==> src/rtl/mcu_job_sequencer.sv <==
// mcu_job_sequencer
// Buffers MCU job descriptors (data/grid/scale sizes plus a job tag) in a small
// queue and runs them one at a time on the Memory Control Unit wrapper. Each
// job produces exactly one status word (OK, MCU error, watchdog timeout, or
// empty job). Single clock domain (fsm_clk), asynchronous active-high reset.
module mcu_job_sequencer #(
  parameter int ADDR_WIDTH_DATA  = 32,
  parameter int ADDR_WIDTH_GRID  = 32,
  parameter int ADDR_WIDTH_SCALE = 32,
  parameter int JOB_ID_WIDTH     = 8,
  parameter int JOB_FIFO_DEPTH   = 4,
  parameter int TIMEOUT_CYCLES   = 65535,
  parameter int TIMEOUT_WIDTH    = 16
) (
  input  logic                      fsm_clk,
  input  logic                      rst,
  // Descriptor intake
  input  logic                      s_job_valid,
  output logic                      s_job_ready,
  input  logic [ADDR_WIDTH_DATA:0]  s_job_data_size,
  input  logic [ADDR_WIDTH_GRID:0]  s_job_grid_size,
  input  logic [ADDR_WIDTH_SCALE:0] s_job_scle_size,
  input  logic [JOB_ID_WIDTH-1:0]   s_job_id,
  input  logic                      flush,
  // Status output
  output logic                      m_sts_valid,
  input  logic                      m_sts_ready,
  output logic [JOB_ID_WIDTH-1:0]   m_sts_id,
  output logic [1:0]                m_sts_code,
  // MCU wrapper side
  output logic                      mcu_operation_start,
  output logic [ADDR_WIDTH_DATA:0]  mcu_data_size,
  output logic [ADDR_WIDTH_GRID:0]  mcu_grid_size,
  output logic [ADDR_WIDTH_SCALE:0] mcu_scle_size,
  input  logic                      mcu_operation_busy,
  input  logic                      mcu_operation_complete,
  input  logic                      mcu_operation_error,
  // Observability
  output logic                      seq_busy,
  output logic [31:0]               jobs_done
);

  localparam int DW    = ADDR_WIDTH_DATA + 1;
  localparam int GW    = ADDR_WIDTH_GRID + 1;
  localparam int SW    = ADDR_WIDTH_SCALE + 1;
  localparam int PTR_W = (JOB_FIFO_DEPTH > 1) ? $clog2(JOB_FIFO_DEPTH) : 1;
  localparam int CNT_W = $clog2(JOB_FIFO_DEPTH + 1);

  localparam logic [CNT_W-1:0] CNT_FULL = CNT_W'(JOB_FIFO_DEPTH);
  localparam logic [CNT_W-1:0] CNT_ONE  = CNT_W'(1);
  localparam logic [PTR_W-1:0] PTR_ONE  = PTR_W'(1);

  // Watchdog arithmetic is done one bit wider so the limit compare never wraps.
  localparam logic [TIMEOUT_WIDTH:0] WD_LIMIT  = (TIMEOUT_WIDTH + 1)'(TIMEOUT_CYCLES);
  localparam logic [TIMEOUT_WIDTH:0] WD_ONE    = (TIMEOUT_WIDTH + 1)'(1);
  localparam bit                     WD_ENABLE = (TIMEOUT_CYCLES != 0);

  localparam logic [2:0] ST_IDLE      = 3'd0;
  localparam logic [2:0] ST_LAUNCH    = 3'd1;
  localparam logic [2:0] ST_WAIT_BUSY = 3'd2;
  localparam logic [2:0] ST_RUN       = 3'd3;
  localparam logic [2:0] ST_REPORT    = 3'd4;

  localparam logic [1:0] CODE_OK        = 2'd0;
  localparam logic [1:0] CODE_MCU_ERROR = 2'd1;
  localparam logic [1:0] CODE_TIMEOUT   = 2'd2;
  localparam logic [1:0] CODE_EMPTY     = 2'd3;

  // ---------------------------------------------------------------------------
  // Descriptor queue
  // ---------------------------------------------------------------------------
  logic [DW-1:0]           fifo_data_q [JOB_FIFO_DEPTH];
  logic [GW-1:0]           fifo_grid_q [JOB_FIFO_DEPTH];
  logic [SW-1:0]           fifo_scle_q [JOB_FIFO_DEPTH];
  logic [JOB_ID_WIDTH-1:0] fifo_id_q   [JOB_FIFO_DEPTH];

  logic [PTR_W-1:0] wr_ptr_q, wr_ptr_d;
  logic [PTR_W-1:0] rd_ptr_q, rd_ptr_d;
  logic [CNT_W-1:0] count_q, count_d;
  logic             ready_q, ready_d;

  logic push;
  logic pop;
  logic fifo_empty;

  logic [DW-1:0]           head_data;
  logic [GW-1:0]           head_grid;
  logic [SW-1:0]           head_scle;
  logic [JOB_ID_WIDTH-1:0] head_id;

  // A flush drops whatever is being offered in the same cycle.
  assign push       = s_job_valid && ready_q && !flush;
  assign fifo_empty = (count_q == '0);

  assign head_data = fifo_data_q[rd_ptr_q];
  assign head_grid = fifo_grid_q[rd_ptr_q];
  assign head_scle = fifo_scle_q[rd_ptr_q];
  assign head_id   = fifo_id_q[rd_ptr_q];

  // Descriptor storage holds payload only, so it carries no reset.
  always_ff @(posedge fsm_clk) begin
    if (push) begin
      fifo_data_q[wr_ptr_q] <= s_job_data_size;
      fifo_grid_q[wr_ptr_q] <= s_job_grid_size;
      fifo_scle_q[wr_ptr_q] <= s_job_scle_size;
      fifo_id_q[wr_ptr_q]   <= s_job_id;
    end
  end

  // Queue pointers/occupancy; ready is registered from the next occupancy so it
  // sits low during reset and rises on the first clock afterwards.
  always_comb begin
    wr_ptr_d = wr_ptr_q;
    rd_ptr_d = rd_ptr_q;
    count_d  = count_q;
    if (flush) begin
      wr_ptr_d = '0;
      rd_ptr_d = '0;
      count_d  = '0;
    end else begin
      if (push) begin
        wr_ptr_d = wr_ptr_q + PTR_ONE;
      end
      if (pop) begin
        rd_ptr_d = rd_ptr_q + PTR_ONE;
      end
      if (push && !pop) begin
        count_d = count_q + CNT_ONE;
      end else if (pop && !push) begin
        count_d = count_q - CNT_ONE;
      end
    end
    ready_d = (count_d != CNT_FULL);
  end

  // Queue control registers.
  always_ff @(posedge fsm_clk or posedge rst) begin
    if (rst) begin
      wr_ptr_q <= '0;
      rd_ptr_q <= '0;
      count_q  <= '0;
      ready_q  <= 1'b0;
    end else begin
      wr_ptr_q <= wr_ptr_d;
      rd_ptr_q <= rd_ptr_d;
      count_q  <= count_d;
      ready_q  <= ready_d;
    end
  end

  // ---------------------------------------------------------------------------
  // Job sequencing FSM
  // ---------------------------------------------------------------------------
  logic [2:0]               state_q, state_d;
  logic [TIMEOUT_WIDTH-1:0] wd_q, wd_d;
  logic [1:0]               code_q, code_d;
  logic                     start_q, start_d;
  logic [31:0]              jobs_done_q, jobs_done_d;
  logic [DW-1:0]            data_q, data_d;
  logic [GW-1:0]            grid_q, grid_d;
  logic [SW-1:0]            scle_q, scle_d;
  logic [JOB_ID_WIDTH-1:0]  id_q, id_d;

  logic [TIMEOUT_WIDTH:0]   wd_ext;
  logic [TIMEOUT_WIDTH:0]   wd_inc;
  logic                     wd_expired;

  // Watchdog including the current cycle, saturating at the limit. The job
  // times out in the cycle this count reaches TIMEOUT_CYCLES, so status shows
  // up TIMEOUT_CYCLES+1 cycles after the start pulse.
  always_comb begin
    wd_ext = {1'b0, wd_q};
    if (wd_ext >= WD_LIMIT) begin
      wd_inc = WD_LIMIT;
    end else begin
      wd_inc = wd_ext + WD_ONE;
    end
    wd_expired = WD_ENABLE && (wd_inc == WD_LIMIT);
  end

  // Next-state logic. The start pulse is registered on the IDLE->LAUNCH
  // transition so it is high exactly during the LAUNCH cycle.
  always_comb begin
    state_d     = state_q;
    wd_d        = wd_q;
    code_d      = code_q;
    start_d     = 1'b0;
    jobs_done_d = jobs_done_q;
    data_d      = data_q;
    grid_d      = grid_q;
    scle_d      = scle_q;
    id_d        = id_q;
    pop         = 1'b0;

    case (state_q)
      ST_IDLE: begin
        // A same-cycle flush wins: the head is discarded, not launched.
        if (!fifo_empty && !flush) begin
          pop     = 1'b1;
          data_d  = head_data;
          grid_d  = head_grid;
          scle_d  = head_scle;
          id_d    = head_id;
          start_d = (head_data != '0);
          state_d = ST_LAUNCH;
        end
      end
      ST_LAUNCH: begin
        if (data_q == '0) begin
          code_d  = CODE_EMPTY;
          state_d = ST_REPORT;
        end else begin
          wd_d    = '0;
          state_d = ST_WAIT_BUSY;
        end
      end
      ST_WAIT_BUSY, ST_RUN: begin
        wd_d = wd_inc[TIMEOUT_WIDTH-1:0];
        if (mcu_operation_error) begin
          code_d  = CODE_MCU_ERROR;
          state_d = ST_REPORT;
        end else if (mcu_operation_complete) begin
          code_d  = CODE_OK;
          state_d = ST_REPORT;
        end else if ((state_q == ST_WAIT_BUSY) && mcu_operation_busy) begin
          state_d = ST_RUN;
        end else if (wd_expired) begin
          code_d  = CODE_TIMEOUT;
          state_d = ST_REPORT;
        end
      end
      ST_REPORT: begin
        if (m_sts_ready) begin
          jobs_done_d = jobs_done_q + 32'd1;
          state_d     = ST_IDLE;
        end
      end
      default: begin
        state_d = ST_IDLE;
      end
    endcase
  end

  // FSM, job and status registers.
  always_ff @(posedge fsm_clk or posedge rst) begin
    if (rst) begin
      state_q     <= ST_IDLE;
      wd_q        <= '0;
      code_q      <= CODE_OK;
      start_q     <= 1'b0;
      jobs_done_q <= '0;
      data_q      <= '0;
      grid_q      <= '0;
      scle_q      <= '0;
      id_q        <= '0;
    end else begin
      state_q     <= state_d;
      wd_q        <= wd_d;
      code_q      <= code_d;
      start_q     <= start_d;
      jobs_done_q <= jobs_done_d;
      data_q      <= data_d;
      grid_q      <= grid_d;
      scle_q      <= scle_d;
      id_q        <= id_d;
    end
  end

  // ---------------------------------------------------------------------------
  // Outputs
  // ---------------------------------------------------------------------------
  assign s_job_ready         = ready_q;
  assign m_sts_valid         = (state_q == ST_REPORT);
  assign m_sts_id            = id_q;
  assign m_sts_code          = code_q;
  assign mcu_operation_start = start_q;
  assign mcu_data_size       = data_q;
  assign mcu_grid_size       = grid_q;
  assign mcu_scle_size       = scle_q;
  assign seq_busy            = (state_q != ST_IDLE) || !fifo_empty;
  assign jobs_done           = jobs_done_q;

endmodule
==> config.mk <==
export PLATFORM = sky130hd
export DESIGN_NAME = mcu_job_sequencer
export DESIGN_NICKNAME = d
export VERILOG_FILES = /design/src/rtl/mcu_job_sequencer.sv
export SDC_FILE = /design/constraint.sdc
export NUM_CORES = 1
export LEC_CHECK = 0
export CAP_MARGIN = 30
export CORE_AREA = 3 3 343 176
export DETAILED_ROUTE_END_ITERATION = 10
export DIE_AREA = 0 0 346 179
export PLACE_DENSITY_LB_ADDON = 0.05
export SLEW_MARGIN = 25
export SYNTH_ARGS = -nofsm -noshare
export SYNTH_HDL_FRONTEND = slang
export SYNTH_SLANG_ARGS = --single-unit
==> constraint.sdc <==
create_clock -name fsm_clk -period 13.7 [get_ports fsm_clk]
set_input_delay 4.11 -clock fsm_clk [delete_from_list [all_inputs] [get_ports fsm_clk]]
set_output_delay 4.11 -clock fsm_clk [all_outputs]
set_load 0.005 [all_outputs]
==> impl.org, run 1 <==
** Drt
- Drt total wl :: 50400 um
- Via count :: 11700
- Iter 0 DRT Violations :: 683
- DRC Markers :: 0
- The count of nets left with antenna violations once routing finished came out at 0.
- Number of optimization iterations in the first detailed-route pass :: 5
- After detailed routing, the number of vias per cell comes to 5.11.
- Dividing the detail-routed wire length by the instance count gives 22.0 um.

** Floorplanning
- The floorplan step set the die height to 179 um.
- In this run the core area contains 62 standard-cell rows.
- The core region is 57200 sq um.
- Die Span X :: 346 um
- In this run the count of I/O pins placed on the die edge is 260.
- The die covers 61900 sq um.
- For this configuration, the core starts out at a cell density of 40.0%.

** Timing
- Setup repair after global routing left no endpoint under its margin.
- Summed over all failing endpoints, the final setup total negative slack is 0 ns.
- In the post-route analysis, the smallest setup slack over all paths is 7.18 ns.
- Time the worst path needs with I/O delays and setup :: 6.52 ns
- Portion of the clock cycle consumed by the worst path in the final layout :: 47.6%
- Worst slew slack as a fraction of its limit :: 33.5%
- Across the routed clock network, the largest skew measured is 0.0130 ns.
- Worst-Margin Slew :: 0.989 ns
- The final hold violation count is 0.
- The number of max-slew violations in the final report came to 0.
- Timing would allow up to 153 MHz.
- Setup violations remaining at the end of the flow were counted as 0.

** Layout
- Commonest non-fill, non-tap cell in the layout :: sky130_fd_sc_hd__edfxtp_1
- Antenna diode instance count :: 0
- Share of post-route cells with drive strength above 1 :: 22.3%
- Highest-count cells in the layout ignoring fill and taps :: sky130_fd_sc_hd__edfxtp_1, sky130_fd_sc_hd__clkdlybuf4s50_1, sky130_fd_sc_hd__dfrtp_1
- Counting the fill cells in the layout gives 4750.
- Fin nets :: 1596
- After the flow finishes, the layout carries non-filler instances totaling 2288.
- The area growth from synthesis to layout is 23.8%.
- Final instance area :: 28400 sq um

** Setup path
- At the worst endpoint, the required time is 13.98 ns.
- Startpoint of the most critical setup path :: s_job_valid
- Along the worst path, the maximum fanout reaches 48.
- The worst setup path is captured at a register.
- The worst register-to-register path begins at rd_ptr_q[1]$_DFFE_PP0P_.
- Arr. time, crit path :: 6.80 ns
- By startpoint and endpoint, the worst setup path is classified as in -> reg.
- Startpoint Class :: input pin

** Clock tree
- Clock tree from TritonCTS :: done
- Buffers inserted during clock tree synthesis total 56.
- Buffers inserted to repair hold after CTS numbered 0.
- CTS placed an instance of sky130_fd_sc_hd__clkbuf_16 at the clock tree root.
- Count of cells resized by post-cts repair :: 0
- The clock net in this run drives a total of 597 sinks.
- Clock latency at the later pin of the worst-skew pair :: 0.60 ns
- Number of H-tree levels :: 2
- CTS clock-pin slew for the worst setup and hold paths :: 0.06 ns
- In this run the deepest clock path goes through 3 buffers.
- The number of setup buffers added after CTS is 0.

** Synthesis
- Counting every instance in the synthesized netlist gives 1183.
- Dividing the synthesized area by the synthesized cell count gives 19.4 sq um.
- Area share of the leading cell type in the synthesized netlist :: 56.1%
- Counting flops with an async set or reset pin after synthesis yields a share of 28.3%.
- Cell type with the largest total area after synthesis :: sky130_fd_sc_hd__edfxtp_1
- After synthesis, the cell types taking the most area are sky130_fd_sc_hd__edfxtp_1, sky130_fd_sc_hd__dfrtp_1, sky130_fd_sc_hd__mux4_2.
- Yosys warning total :: 0
- Sequential-to-total area share from yosys stat :: 74.6%
- Count of unique library cells instantiated by Yosys :: 53
- Cell Area, Synth :: 22900 sq um
- Mapped Nets :: 1307
- After synthesis the netlist holds a flip-flop and latch count of 597.
- Dominant register cell in the synthesized netlist :: sky130_fd_sc_hd__edfxtp_1
- Number of flops mapped to enable cells by yosys :: 428

** GRT
- The first global-routing pass estimated 77400 um of wire.
- The number of global-route vias before repair was 12400.
- The total overflow left after global routing is 0.
- Pin count of the biggest net entering global routing :: 95
- The initial antenna violation count is 0.
- Global routing used 16.4% of the available tracks across all layers.

** Hold path
- Worst Hold Class :: reg -> reg
- Worst Min Path Start :: jobs_done[31]$_DFFE_PP0P_

** Power and ir drop
- VDD IR max :: 0.100 mV
- Leakage power figure :: 9.63 nW
- For this design the ratio of total power to cell area is 186 nW/um^2.

** Placed design
- The HPWL after detailed placement is 31000 um.
- Count of placed standard cells including taps :: 2179
- At the end of routability-driven placement, the weighted congestion stood at 0.779.
- Before CTS, the worst setup slack after placement is 6.43 ns.
- In this run the tool buffered the top-level ports with 259 buffer cells.
- In this run the cell area measured after placement is 26500 sq um.

** Status
- Outcome :: finished clean

** Run
- Max-cap violations in this run came to 0.
per-stage QoR:
| step | hold WS (ns) | utilization [%] | total power, mW |
|---|---|---|---|
| 2_1_floorplan | 0.468 | - | 3.16 |
| 3_3_place_gp | 0.462 | 46.1 | 3.77 |
| 3_5_place_dp | 0.470 | 46.2 | 3.81 |
| 4_1_cts | 0.482 | 49.4 | 5.36 |
| 5_1_grt | 0.506 | 49.5 | 5.55 |
| 6_report | 0.477 | 49.5 | 5.26 |
flip-flops by register name, indices dropped and copies added, names as in the netlist:
name,flops
wr_ptr_q,2
state_q,3
mcu_operation_start,1
mcu_grid_size,33
fifo_id_q,32
count_q,3
rd_ptr_q,2
wd_q,16
m_sts_code,2
mcu_scle_size,33
fifo_scle_q,132
m_sts_id,8
mcu_data_size,33
jobs_done,32
fifo_grid_q,132
fifo_data_q,132
s_job_ready,1
layout make-up:
class / count / area, sq um / area share [%]
flip-flops and latches: 597 / 17100 / 60.3
repair buffers: 282 / 2900 / 10.2
multi-input cells: 510 / 5500 / 19.4
well taps: 768 / 961 / 3.39
inverters: 25 / 98.8 / 0.349
clock inverters: 19 / 160 / 0.565
clock buffers: 87 / 1650 / 5.82
cell families (layout without fill, tap and decap cells):
kind of cell / after synthesis / in the layout / share of synthesized area [%]
fa+ha+maj: 10 / 10 / 0.535
buf+inv: 76 / 413 / 1.52
xor+xnor: 38 / 38 / 1.45
flops: 597 / 597 / 74.6
simple gates: 169 / 169 / 4.03
compound gates: 77 / 77 / 2.00
mux: 216 / 216 / 15.9
critical path: stages:
cell	delay, ns
sky130_fd_sc_hd__clkdlybuf4s50_1	0.50
sky130_fd_sc_hd__nand2_1	0.29
sky130_fd_sc_hd__nor3b_2	0.28
sky130_fd_sc_hd__buf_4	0.66
sky130_fd_sc_hd__buf_4	0.60
sky130_fd_sc_hd__buf_12	0.29
power by group:
| group | internal [mW] | leakage, nW | total (mW) | switching [mW] |
|---|---|---|---|---|
| registers | 2.23 | 5.97 | 2.42 | 0.193 |
| clock network | 0.866 | 0.884 | 1.53 | 0.662 |
| logic | 0.786 | 2.78 | 1.32 | 0.530 |
| total | 3.88 | 9.63 | 5.26 | 1.39 |
synth_stat cells (4+ instances only):
| cell | count |
|---|---|
| sky130_fd_sc_hd__a31oi_1 | 5 |
| sky130_fd_sc_hd__dfrtp_1 | 169 |
| sky130_fd_sc_hd__nand2_1 | 32 |
| sky130_fd_sc_hd__nor3_1 | 13 |
| sky130_fd_sc_hd__clkbuf_1 | 20 |
| sky130_fd_sc_hd__nand4_1 | 19 |
| sky130_fd_sc_hd__mux4_2 | 107 |
| sky130_fd_sc_hd__o31ai_1 | 4 |
| sky130_fd_sc_hd__ha_1 | 9 |
| sky130_fd_sc_hd__nor3b_1 | 5 |
| sky130_fd_sc_hd__nor4_1 | 19 |
| sky130_fd_sc_hd__o21ai_0 | 32 |
| sky130_fd_sc_hd__buf_2 | 21 |
| sky130_fd_sc_hd__edfxtp_1 | 428 |
| sky130_fd_sc_hd__nand3_1 | 17 |
| sky130_fd_sc_hd__xor2_1 | 13 |
| sky130_fd_sc_hd__inv_1 | 25 |
| sky130_fd_sc_hd__mux2_2 | 108 |
| sky130_fd_sc_hd__nor2_1 | 36 |
| sky130_fd_sc_hd__xnor2_1 | 25 |
| sky130_fd_sc_hd__a21oi_1 | 20 |
path summary, 6_finish.rpt:
kind                       slack, ns                            end  cells past startpoint
setup / recovery                7.18   fifo_data_q[3][15]$_DFFE_PP_                      6
setup reg to reg               10.33  mcu_operation_start$_DFF_PP0_                      6
max in group asynchronous       8.69  mcu_scle_size[15]$_DFFE_PP0P_                      4
min in group asynchronous       3.90         state_q[2]$_DFFE_PP0P_                      2
hold reg to reg                 0.48      jobs_done[31]$_DFFE_PP0P_                      1
hold / removal                  0.48      jobs_done[31]$_DFFE_PP0P_                      1
layer usage:
metal,up-vias,routed length (um),track usage [%]
met2,203,26800,29.9
li1,5265,-,-
met4,0,554,2.82
met3,55,2010,3.08
met5,-,0,0
met1,6166,21000,20.9
Note: power is estimated with default switching activity, not from simulation.
==> run 2, diff against run 1 <==
==> constraint.sdc (replaced) <==
create_clock -name fsm_clk -period 6.3 [get_ports fsm_clk]
set_input_delay 1.89 -clock fsm_clk [delete_from_list [all_inputs] [get_ports fsm_clk]]
set_output_delay 1.89 -clock fsm_clk [all_outputs]
set_load 0.005 [all_outputs]
==> run 2 against run 1 <==
Sequential share of layout area increased by 0.098 points. Worst hold slack lost 0.0076 ns. Cell count decreased by 0.22%. Worst setup slack worse by 4.9 ns. Wire length unchanged. Critical path type is now reg -> out. Largest power group unchanged.
==> impl.org, run 2 (synthesis results as in run 1) <==
** Hold path
- The tightest min-delay check is of the reg -> reg type.
- The startpoint identified for the worst hold timing path is jobs_done[31]$_DFFE_PP0P_.
- Hold path endpoint :: jobs_done[31]$_DFFE_PP0P_
- Cell depth of the worst min-delay path :: 1 (unchanged)

** Power and ir drop
- Power density over the cells :: 404 nW/um^2 (+120%)
- Sequential cell fraction of total power :: 46.1% (about the same)
- The clock network fraction of total power came to 28.9% (about the same).
- Int Power :: 8.43 mW (+120%)
- Switching component of the power :: 3.01 mW (+120%)
- Total power of the final layout :: 11.4 mW (+120%)
- The net switching share of the total power is 26.3% (about the same).
- The standby leakage power was 9.62 nW (-0.14%).
- Comb pwr share :: 25.0% (about the same)
- The worst voltage drop across the vdd grid came to 0.223 mV (+120%).

** Floorplanning
- The starting density of the core is 40.0% (unchanged).
- The I/O pin total was 260 (unchanged).
- The height of the chip was 179 um (unchanged).
- Die Span X :: 346 um (unchanged)
- The floorplan core area was 57200 sq um (unchanged).
- The floorplan row count was 62 (unchanged).
- Floorplan die area :: 61900 sq um (unchanged)

** Drt
- The iteration count of the initial detailed-routing pass was 6 (+1).
- Routed len/inst :: 22.1 um (+0.22%)
- DRC Markers :: 0 (unchanged)
- Via count :: 11800 (+0.68%)
- Iter 0 DRT Violations :: 633 (-7.3%)
- Drt total wl :: 50400 um (unchanged)
- Number of routed nets with antenna violations :: 0 (unchanged)
- The post-detailed-route via-to-cell ratio came to 5.15 (+0.90%).

** Setup path
- Among all stages on the critical path, the largest delay is contributed by sky130_fd_sc_hd__clkdlybuf4s50_1.
- Startpoint Class :: register
- Critical Path Stages :: 5 (-1)
- Dominant delay contributor by cell family on the critical path :: buffers and inverters
- Reg-to-Reg End :: mcu_operation_start$_DFF_PP0_
- The startpoint identified for the worst register-to-register timing path is rd_ptr_q[0]$_DFFE_PP0P_.
- Sum of buffers and inverters on the critical path :: 2 (-2)
- Walking the worst path, the cells encountered are inv_1 > ha_1 > nor2b_1 > nand4_1 > clkdlybuf4s50_1.
- CP Capture Type :: primary output
- Data required time of the critical path :: 4.41 ns (-9.57 ns)
- Delay of the slowest cell on the worst path :: 0.48 ns (-0.18 ns)
- The worst setup path is of the reg -> out kind.
- The largest fanout on the critical path is 4 (-92%).
- The slack of the worst reg-to-reg path came to 3.07 ns (-7.26 ns).
- Reg2reg path depth :: 5 (-1)
- Arr. time, crit path :: 2.18 ns (-4.62 ns)

** Timing
- Setup repair after global routing missed its margin :: false
- For the finished layout, the period the worst path requires is 4.07 ns.
- Slew Limit Fails :: 0 (unchanged)
- Worst slew slack as a fraction of its limit :: 36.7% (+3.2 points)
- Worst hold margin :: 0.470 ns (-0.00760 ns)
- Worst-Margin Slew :: 0.943 ns (-0.0463 ns)
- Max Freq :: 246 MHz
- Portion of the clock cycle consumed by the worst path in the final layout :: 64.6%
- The final hold violation count was 0 (unchanged).
- The number of failing setup endpoints in the final timing report is 0 (unchanged).
- Total negative slack for setup checks :: 0 ns (unchanged)
- Post-Route Skew :: 0.0151 ns (+0.00202 ns)
- Worst Slack Setup Final :: 2.23 ns (-4.95 ns)

** GRT
- Tot GR Track Use :: 16.3% (-0.076 points)
- First-pass GRT wire length :: 77100 um (-0.39%)
- Antenna violations before repair :: 0 (unchanged)
- The largest net degree at the start of global routing came to 115 (+21%).
- The overall overflow remaining after global route is 0 (unchanged).
- The number of global-route vias before repair is 12500 (+0.55%).

** Run
- Number of maximum-capacitance violations :: 0 (unchanged)

** Clock tree
- Count of cells resized by post-cts repair :: 0 (unchanged)
- TritonCTS built the clock tree.
- The clock sink count came to 597 (unchanged).
- The number of CTS-inserted buffers is 54 (-3.6%).
- CTS clock-pin slew for the worst setup and hold paths :: 0.06 ns (about the same)
- Quantity of hold-fixing buffers added after cts :: 0 (unchanged)
- Number of H-tree levels :: 2 (unchanged)
- The clock latency of the later-clocked register in the worst-skew pair came to 0.59 ns (about the same).
- Post-CTS Repair Setup Buffers :: 0 (unchanged)
- The worst-case clock buffer depth came to 3 (unchanged).
- The root buffer cell chosen for the clock tree is sky130_fd_sc_hd__clkbuf_16.

** Placed design
- Dpl cell area :: 26500 sq um (+0.17%)
- The count of buffers inserted at the top-level ports was 259 (unchanged).
- Final weighted congestion in routability-driven placement :: 0.776 (-0.30%)
- The half-perimeter wire length of the detailed placement result was 30400 um (-2.0%).
- Setup slack after placement :: 1.86 ns (-4.57 ns)
- Count of placed standard cells including taps :: 2182 (+0.14%)

** Layout
- Fill cell count :: 4758 (+0.17%)
- Antenna diode instance count :: 0 (unchanged)
- Final instance area :: 28300 sq um (-0.16%)
- In the layout the commonest cells are sky130_fd_sc_hd__edfxtp_1, sky130_fd_sc_hd__clkdlybuf4s50_1, sky130_fd_sc_hd__dfrtp_1.
- Synthesis-to-finish area growth :: 23.6%
- The post-route non-filler standard cell count came to 2283 (-0.22%).
- Leaving out fill and tap cells, the most frequent cell in the layout is sky130_fd_sc_hd__edfxtp_1.
- Fraction of the core area covered by cells at the end of the flow :: 49.5% (-0.081 points)
- Share of post-route cells with drive strength above 1 :: 22.1% (-0.19 points)
- In the final layout, the registers with the most flip-flops are fifo_data_q (132), fifo_grid_q (132), fifo_scle_q (132).
- Fin nets :: 1595 (-0.063%)

** Status
- The run finished with clean final reports.
-- run 2: cell types whose count changed in the layout (fill, tap and decap cells not counted), sizes merged --
cell      change
bufinv        +4
buf           +1
clkinv        +5
clkbuf       -14
clkinvlp      -1
-- run 2: power groups by stage --
| stage | Clock, mW | Sequential [mW] | Combinational, mW |
|---|---|---|---|
| 2_1_floorplan | 0 | 5.23 | 1.61 |
| 3_3_place_gp | 0 | 5.37 | 2.84 |
| 3_5_place_dp | 0 | 5.37 | 2.92 |
| 4_1_cts | 3.41 | 5.29 | 2.93 |
| 5_1_grt | 3.58 | 5.35 | 3.11 |
| 6_report | 3.30 | 5.27 | 2.86 |
-- run 2: layer usage --
metal	vias to the layer above	track usage [%]	wire length, um
li1	5261	-	-
met1	6258	21.0	21300
met2	184	29.6	26800
met3	65	2.81	1540
met4	0	3.19	749
met5	-	0	0
-- run 2: worst max-delay path by stage --
stage,slack [ns],from,end
3_5_place_dp,1.86,flush,mcu_grid_size[20]$_DFFE_PP0P_
3_3_place_gp,1.88,flush,mcu_scle_size[29]$_DFFE_PP0P_
2_1_floorplan,-0.66,s_job_valid,fifo_data_q[0][0]$_DFFE_PP_
6_report,2.23,count_q[1]$_DFF_PP0_,seq_busy
5_1_grt,2.10,count_q[1]$_DFF_PP0_,seq_busy
4_1_cts,2.19,count_q[1]$_DFF_PP0_,seq_busy
-- run 2: cell type report --
| class | instances | area [sq um] | area share (%) |
|---|---|---|---|
| multi-input cells | 510 | 5530 | 19.5 |
| well taps | 768 | 961 | 3.39 |
| inverters | 25 | 97.6 | 0.345 |
| clock inverters | 27 | 298 | 1.05 |
| flip-flops and latches | 597 | 17100 | 60.4 |
| clock buffers | 73 | 1460 | 5.17 |
| repair buffers | 283 | 2880 | 10.2 |
